<file path="src/rtl/uart_msg_sender_pkg.sv">
// Shared definitions for the UART message sender: ASCII line terminators and FSM encoding.
package uart_msg_sender_pkg;

    localparam logic [7:0] AsciiCr = 8'h0D;
    localparam logic [7:0] AsciiLf = 8'h0A;

    typedef enum logic [2:0] {
        StIdle,
        StFetch,
        StSend,
        StCr,
        StLf,
        StEnd,
        StGap
    } state_e;

    // State that follows the payload (or replaces it when the payload is empty).
    function automatic state_e payload_exit(input bit append_crlf);
        return append_crlf ? StCr : StEnd;
    endfunction

endpackage

</file>
<file path="src/rtl/uart_msg_sender_buf.sv">
// Message buffer: simple dual-port byte RAM with synchronous write and synchronous read.
module uart_msg_sender_buf
    import uart_msg_sender_pkg::*;
#(
    parameter int unsigned Depth = 32,
    parameter int unsigned AddrW = 5
) (
    input  logic             clk_i,
    input  logic             we_i,
    input  logic [AddrW-1:0] waddr_i,
    input  logic [7:0]       wdata_i,
    input  logic             re_i,
    input  logic [AddrW-1:0] raddr_i,
    output logic [7:0]       rdata_o
);

    logic [7:0] mem_q [Depth];
    logic [7:0] rdata_q;

    always_ff @(posedge clk_i) begin
        if (we_i) begin
            mem_q[waddr_i] <= wdata_i;
        end
        if (re_i) begin
            rdata_q <= mem_q[raddr_i];
        end
    end

    assign rdata_o = rdata_q;

endmodule

</file>
<file path="src/rtl/uart_msg_sender.sv">
// Streams a buffered message (plus optional CR/LF) over a valid/ready byte port,
// with optional auto-repeat after an idle gap and abort at byte boundaries.
module uart_msg_sender
    import uart_msg_sender_pkg::*;
#(
    parameter int unsigned MsgMaxLen  = 32,
    parameter int unsigned LenW       = 6,
    parameter bit          AppendCrlf = 1'b1,
    parameter int unsigned GapW       = 24
) (
    input  logic            clk_i,
    input  logic            reset_ni,
    input  logic            wr_en_i,
    input  logic [LenW-1:0] wr_addr_i,
    input  logic [7:0]      wr_data_i,
    input  logic [LenW-1:0] msg_len_i,
    input  logic            start_i,
    input  logic            repeat_en_i,
    input  logic [GapW-1:0] gap_cycles_i,
    input  logic            abort_i,
    output logic [7:0]      tx_data_o,
    output logic            tx_data_valid_o,
    input  logic            tx_data_ready_i,
    output logic            busy_o,
    output logic            done_o,
    output logic            aborted_o
);

    localparam int unsigned     BufAw  = $clog2(MsgMaxLen);
    localparam logic [LenW-1:0] MaxLen = LenW'(MsgMaxLen);

    state_e          state_q, state_d;
    logic [LenW-1:0] idx_q, idx_d;
    logic [LenW-1:0] len_q, len_d;
    logic [GapW-1:0] gap_q, gap_d;
    logic [GapW-1:0] gap_cnt_q, gap_cnt_d;
    logic            abort_q, abort_d;
    logic            aborted_q, aborted_d;

    logic [7:0]      rd_data;
    logic [LenW-1:0] eff_len;
    logic            abort_pend;
    logic            xfer;
    logic            last_byte;
    logic            buf_we;
    logic            buf_re;

    assign eff_len    = (msg_len_i > MaxLen) ? MaxLen : msg_len_i;
    assign abort_pend = abort_q | abort_i;
    assign xfer       = tx_data_valid_o & tx_data_ready_i;
    assign last_byte  = (idx_q == len_q - LenW'(1));
    // Buffer is frozen while a message is in flight.
    assign buf_we     = wr_en_i & (state_q == StIdle) & (wr_addr_i < MaxLen);
    assign buf_re     = (state_q == StFetch);

    uart_msg_sender_buf #(
        .Depth (MsgMaxLen),
        .AddrW (BufAw)
    ) u_buf (
        .clk_i   (clk_i),
        .we_i    (buf_we),
        .waddr_i (wr_addr_i[BufAw-1:0]),
        .wdata_i (wr_data_i),
        .re_i    (buf_re),
        .raddr_i (idx_q[BufAw-1:0]),
        .rdata_o (rd_data)
    );

    always_comb begin
        state_d   = state_q;
        idx_d     = idx_q;
        len_d     = len_q;
        gap_d     = gap_q;
        gap_cnt_d = gap_cnt_q;
        abort_d   = abort_q;
        aborted_d = 1'b0;

        if (abort_i && state_q != StIdle) begin
            abort_d = 1'b1;
        end

        unique case (state_q)
            StIdle: begin
                abort_d = 1'b0;
                if (start_i) begin
                    len_d   = eff_len;
                    gap_d   = gap_cycles_i;
                    idx_d   = '0;
                    state_d = (eff_len == '0) ? payload_exit(AppendCrlf) : StFetch;
                end
            end
            StFetch: begin
                if (abort_pend) begin
                    state_d   = StIdle;
                    aborted_d = 1'b1;
                end else begin
                    state_d = StSend;
                end
            end
            StSend: begin
                if (xfer) begin
                    if (abort_pend) begin
                        state_d   = StIdle;
                        aborted_d = 1'b1;
                    end else if (last_byte) begin
                        state_d = payload_exit(AppendCrlf);
                    end else begin
                        idx_d   = idx_q + LenW'(1);
                        state_d = StFetch;
                    end
                end
            end
            StCr, StLf: begin
                if (xfer) begin
                    if (abort_pend) begin
                        state_d   = StIdle;
                        aborted_d = 1'b1;
                    end else begin
                        state_d = (state_q == StCr) ? StLf : StEnd;
                    end
                end
            end
            StEnd: begin
                // The message already completed, so a late abort only cancels the repeat.
                if (repeat_en_i && !abort_pend) begin
                    state_d   = StGap;
                    gap_cnt_d = gap_q;
                end else begin
                    state_d = StIdle;
                end
            end
            StGap: begin
                if (abort_pend) begin
                    state_d   = StIdle;
                    aborted_d = 1'b1;
                end else if (gap_cnt_q == '0) begin
                    idx_d   = '0;
                    state_d = (len_q == '0) ? payload_exit(AppendCrlf) : StFetch;
                end else begin
                    gap_cnt_d = gap_cnt_q - GapW'(1);
                end
            end
            default: state_d = StIdle;
        endcase
    end

    always_ff @(posedge clk_i) begin
        if (!reset_ni) begin
            state_q   <= StIdle;
            idx_q     <= '0;
            len_q     <= '0;
            gap_q     <= '0;
            gap_cnt_q <= '0;
            abort_q   <= 1'b0;
            aborted_q <= 1'b0;
        end else begin
            state_q   <= state_d;
            idx_q     <= idx_d;
            len_q     <= len_d;
            gap_q     <= gap_d;
            gap_cnt_q <= gap_cnt_d;
            abort_q   <= abort_d;
            aborted_q <= aborted_d;
        end
    end

    always_comb begin
        tx_data_o = 8'h00;
        unique case (state_q)
            StSend:  tx_data_o = rd_data;
            StCr:    tx_data_o = AsciiCr;
            StLf:    tx_data_o = AsciiLf;
            default: tx_data_o = 8'h00;
        endcase
    end

    assign tx_data_valid_o = (state_q == StSend) || (state_q == StCr) || (state_q == StLf);
    assign busy_o          = (state_q != StIdle);
    assign done_o          = (state_q == StEnd);
    assign aborted_o       = aborted_q;

endmodule

</file>
<file path="config.mk">
export PLATFORM = sky130hd
export DESIGN_NAME = uart_msg_sender
export DESIGN_NICKNAME = d
export VERILOG_FILES = /design/src/rtl/uart_msg_sender_pkg.sv /design/src/rtl/uart_msg_sender_buf.sv /design/src/rtl/uart_msg_sender.sv
export SDC_FILE = /design/constraint.sdc
export NUM_CORES = 1
export LEC_CHECK = 0
export CORE_MARGIN = 2
export CORE_UTILIZATION = 45
export CTS_CLUSTER_SIZE = 30
export DETAILED_ROUTE_END_ITERATION = 10
export PLACE_DENSITY = 0.61
export SLEW_MARGIN = 20
export SYNTH_ARGS = -nofsm -noshare
export SYNTH_HDL_FRONTEND = slang
export SYNTH_SLANG_ARGS = --single-unit
</file>
<file path="constraint.sdc">
create_clock -name clk_i -period 7.4 [get_ports clk_i]
set_input_delay 2.22 -clock clk_i [delete_from_list [all_inputs] [get_ports clk_i]]
set_output_delay 2.22 -clock clk_i [all_outputs]
set_load 0.005 [all_outputs]
</file>
==> impl_metrics.tcl <==
set metrics [dict create \
    cts-root-buf "clkbuf_16" \
    ys_ff_latch 329 \
    firstDrtPassIters 5 \
    stdcell_area_sq_um 15800 \
    synth_edf_count 264 \
    hold_end "gap_q[2]" \
    dpl-instance-area_sq_um 14700 \
    synth_top_flop_cell "edfxtp_1" \
    post_cts_buffers 0 \
    hold_class "reg -> reg" \
    dieArea_sq_um 31900 \
    initial_core_util_pct 46.0 \
    worstMarginPinSlew_ps 1070 \
    fin_worst_skew_ps 15.4 \
    path_cells "nor3b_2 > and2_1 > clkdlybuf4s50_1" \
    worstSkewPairLatency_ps 520 \
    die_y_um 179 \
    dp_hpwl_um 20400 \
    whs_path_depth 2 \
    ys_warn_count 0 \
    crit_type "reg -> out" \
    nNetsFinal 1032 \
    use_met1_pct 29.3 \
    area_growth_pct 15.5 \
    ant_nets 0 \
    synthArstFlopShare_pct 0 \
    yosysUniqueCellTypes 62 \
    ys_seq_area_share_pct 67.3 \
    cts_hold_repair.buffers 0 \
    core_sq_um 29800 \
    cts_tree "built" \
    slew_viol_final 0 \
    r2r-start "idx_q[0]" \
    syn-num-nets 971 \
    grt_pass1_wl_um 48700 \
    grt_pass1_vias 8092 \
    rrSetupSlack_ps 4210 \
    numCtsBuffers 36 \
    clock_path_buffers 3 \
    grt_max_degree 70 \
    worst_path_max_delay_cell "dfxtp_1" \
    arrival_ps 2510 \
    cts.sinks 329 \
    status "finished clean" \
    gp_congestion 0.815 \
    cts_resized 0 \
    max-slew-margin-rel_pct 28.8 \
    timing.hold.ws_ps 456 \
    drtIter0Drc 905 \
    crit_family "simple AND/OR/NAND/NOR gates" \
    max_stage_delay_ps 650 \
    post-route-period-util_pct 63.9 \
    row_count 63 \
    grt_setup_unrepaired "false" \
    cp.required_ps 5180 \
    post-route-util_pct 53.1 \
    avgRoutedWirePerCell_um 23.0 \
    power_density_nw_per_um2 247 \
    track_usage_pct 20.6 \
    syn_avg_cell_area_sq_um 15.0 \
    drive_gt1_share_pct 16.7 \
    worstHoldStart "gap_q[2]" \
    ios 63 \
    maxCapViolCount 0 \
    num_vias 8117 \
    syn_inst 915 \
    rr_endpoint "u_buf.rdata_o[1]" \
    startpoint_type "register" \
    routed_wl_um 31900 \
    met3_usage_pct 3.58 \
    p_leak_nw 4.97 \
    setup_violations 0 \
    vias_per_cell 5.84 \
    gr-total-overflow 0 \
    io_buffers 62 \
    syn_area_sq_um 13700 \
    hold_violations 0 \
    grt.busiest_layer "met2" \
    met2_usage_pct 33.0 \
    p_total_mw 3.92 \
    antenna_cells 0 \
    fin_setup_tns_ps 0 \
    crit_buf_inv 1 \
    end_kind "output port" \
    fmax_mhz 212 \
    path_clk_slew_ps 60 \
    drc 0 \
    vdd_ir_drop_max_mv 0.250 \
    worst-path-max-fanout 16 \
    antenna_found_initial 0 \
    rr_worst_depth 4 \
    ctsHtreeMaxLevel 2 \
    fp.dieW_um 179 \
    layout_min_cycle_time_ps 4730 \
]
==> worst reg2reg max path: cells and delay by family (launching register included) <==
kind / cells / cell delay, ps
buffers and inverters: 1 / 690
DFF: 1 / 770
muxes: 3 / 1490
==> sequential cells by signal, summed over array words and instances (netlist names) <==
| register | count |
|---|---|
| u_buf.mem_q | 256 |
| gap_cnt_q | 24 |
| gap_q | 24 |
| idx_q | 6 |
| u_buf.rdata_o | 8 |
| aborted_o | 1 |
| state_q | 3 |
| abort_q | 1 |
| len_q | 6 |
==> metrics by stage <==
| stage | worst slack, ps | instances |
|---|---|---|
| final | 2670 | 1390 |
| after global routing | 2560 | 1390 |
| after CTS | 2710 | 1390 |
| after detailed placement | 2770 | 1328 |
| after global placement | 2760 | 1328 |
| after floorplan | 3700 | 915 |
==> layer usage <==
metal / share of wire, % / routed length [um] / vias to the layer above
met2: 48 / 15200 / 276
met5: 0 / 0 / -
li1: - / - / 3674
met4: 2.3 / 729 / 0
met3: 6.2 / 1980 / 50
met1: 44 / 14000 / 4117
==> cell usage after synthesis (all sizes together) (2+ instances only) <==
cell type	count	area (sq um)
o2bb2ai	2	17.5
nand3b	6	45.0
nor2	78	293
xor2	4	35.0
nand2b	4	25.0
buf	19	108
o311ai	2	17.5
o31ai	4	30.0
ha	5	62.6
or3	7	43.8
or2	2	12.5
a221oi	2	17.5
nand2	97	364
or4	4	33.8
mux2	8	90.1
and3	4	25.0
nor3b	2	20.0
mux2i	2	20.0
inv	12	45.0
nor2b	6	37.5
mux4	80	1800
and2	16	100
o211ai	9	67.6
nor3	18	95.1
o21ai	31	155
dfxtp	65	1300
nor4b	2	17.5
a22oi	10	75.1
a2bb2oi	4	35.0
nand3	16	80.1
a21oi	60	304
a211oi	3	22.5
xnor2	2	17.5
edfxtp	264	7930
a31oi	6	37.5
nor4	6	43.8
clkbuf	36	135
==> layout make-up <==
cell class / instances / area [sq um]
clock buffers: 44 / 952
clock inverters: 18 / 180
fillers: 2454 / 14000
inverters: 12 / 45.0
multi-input cells: 519 / 4190
flip-flops and latches: 329 / 9230
well taps: 390 / 488
repair buffers: 78 / 741
==> worst max-delay path by stage <==
| stage | end | startpoint | depth (start not counted) |
|---|---|---|---|
| after global routing | tx_data_o[6] | state_q[1] | 3 |
| after detailed placement | u_buf.mem_q[24][6] | wr_addr_i[2] | 4 |
| final | tx_data_o[6] | state_q[1] | 3 |
| after floorplan | u_buf.mem_q[24][0] | wr_addr_i[2] | 3 |
| after CTS | tx_data_o[6] | state_q[1] | 3 |
| after global placement | u_buf.mem_q[24][6] | wr_addr_i[2] | 4 |
==> power by group <==
group	switching [mW]	internal, mW	leakage (nW)	total (mW)
Sequential	0.0174	2.02	2.91	2.03
Clock	0.715	0.993	0.549	1.71
Combinational	0.105	0.0712	1.52	0.177
==> logic make-up after synthesis <==
logic type,share of synthesized area [%]
AO/OA/AOI/OAI,6.53
XOR/XNOR,0.383
adder cells (fa/ha/maj),0.456
buffers and inverters,2.10
flip-flops,67.3
multiplexers,13.9
AND/OR/NAND/NOR,9.26
==> placed cells by master, fill, tap and decap left out, drive strengths merged, types with 5 or more instances in the layout <==
cell           netlist  layout
nand3b               6       6
clkdlybuf4s50        0      62
mux2                 8       8
inv                 12      12
ha                   5       5
and2                16      16
o211ai               9       9
nor3                18      18
buf                 19      16
edfxtp             264     264
a22oi               10      10
clkinv               0      14
clkbuf              36      44
nor2b                6       6
nor4                 6       6
or3                  7       7
dfxtp               65      65
nand3               16      16
nand2               97      97
mux4                80      80
a31oi                6       6
nor2                78      78
a21oi               60      60
o21ai               31      31
Note: power is estimated with default switching activity, not from simulation.
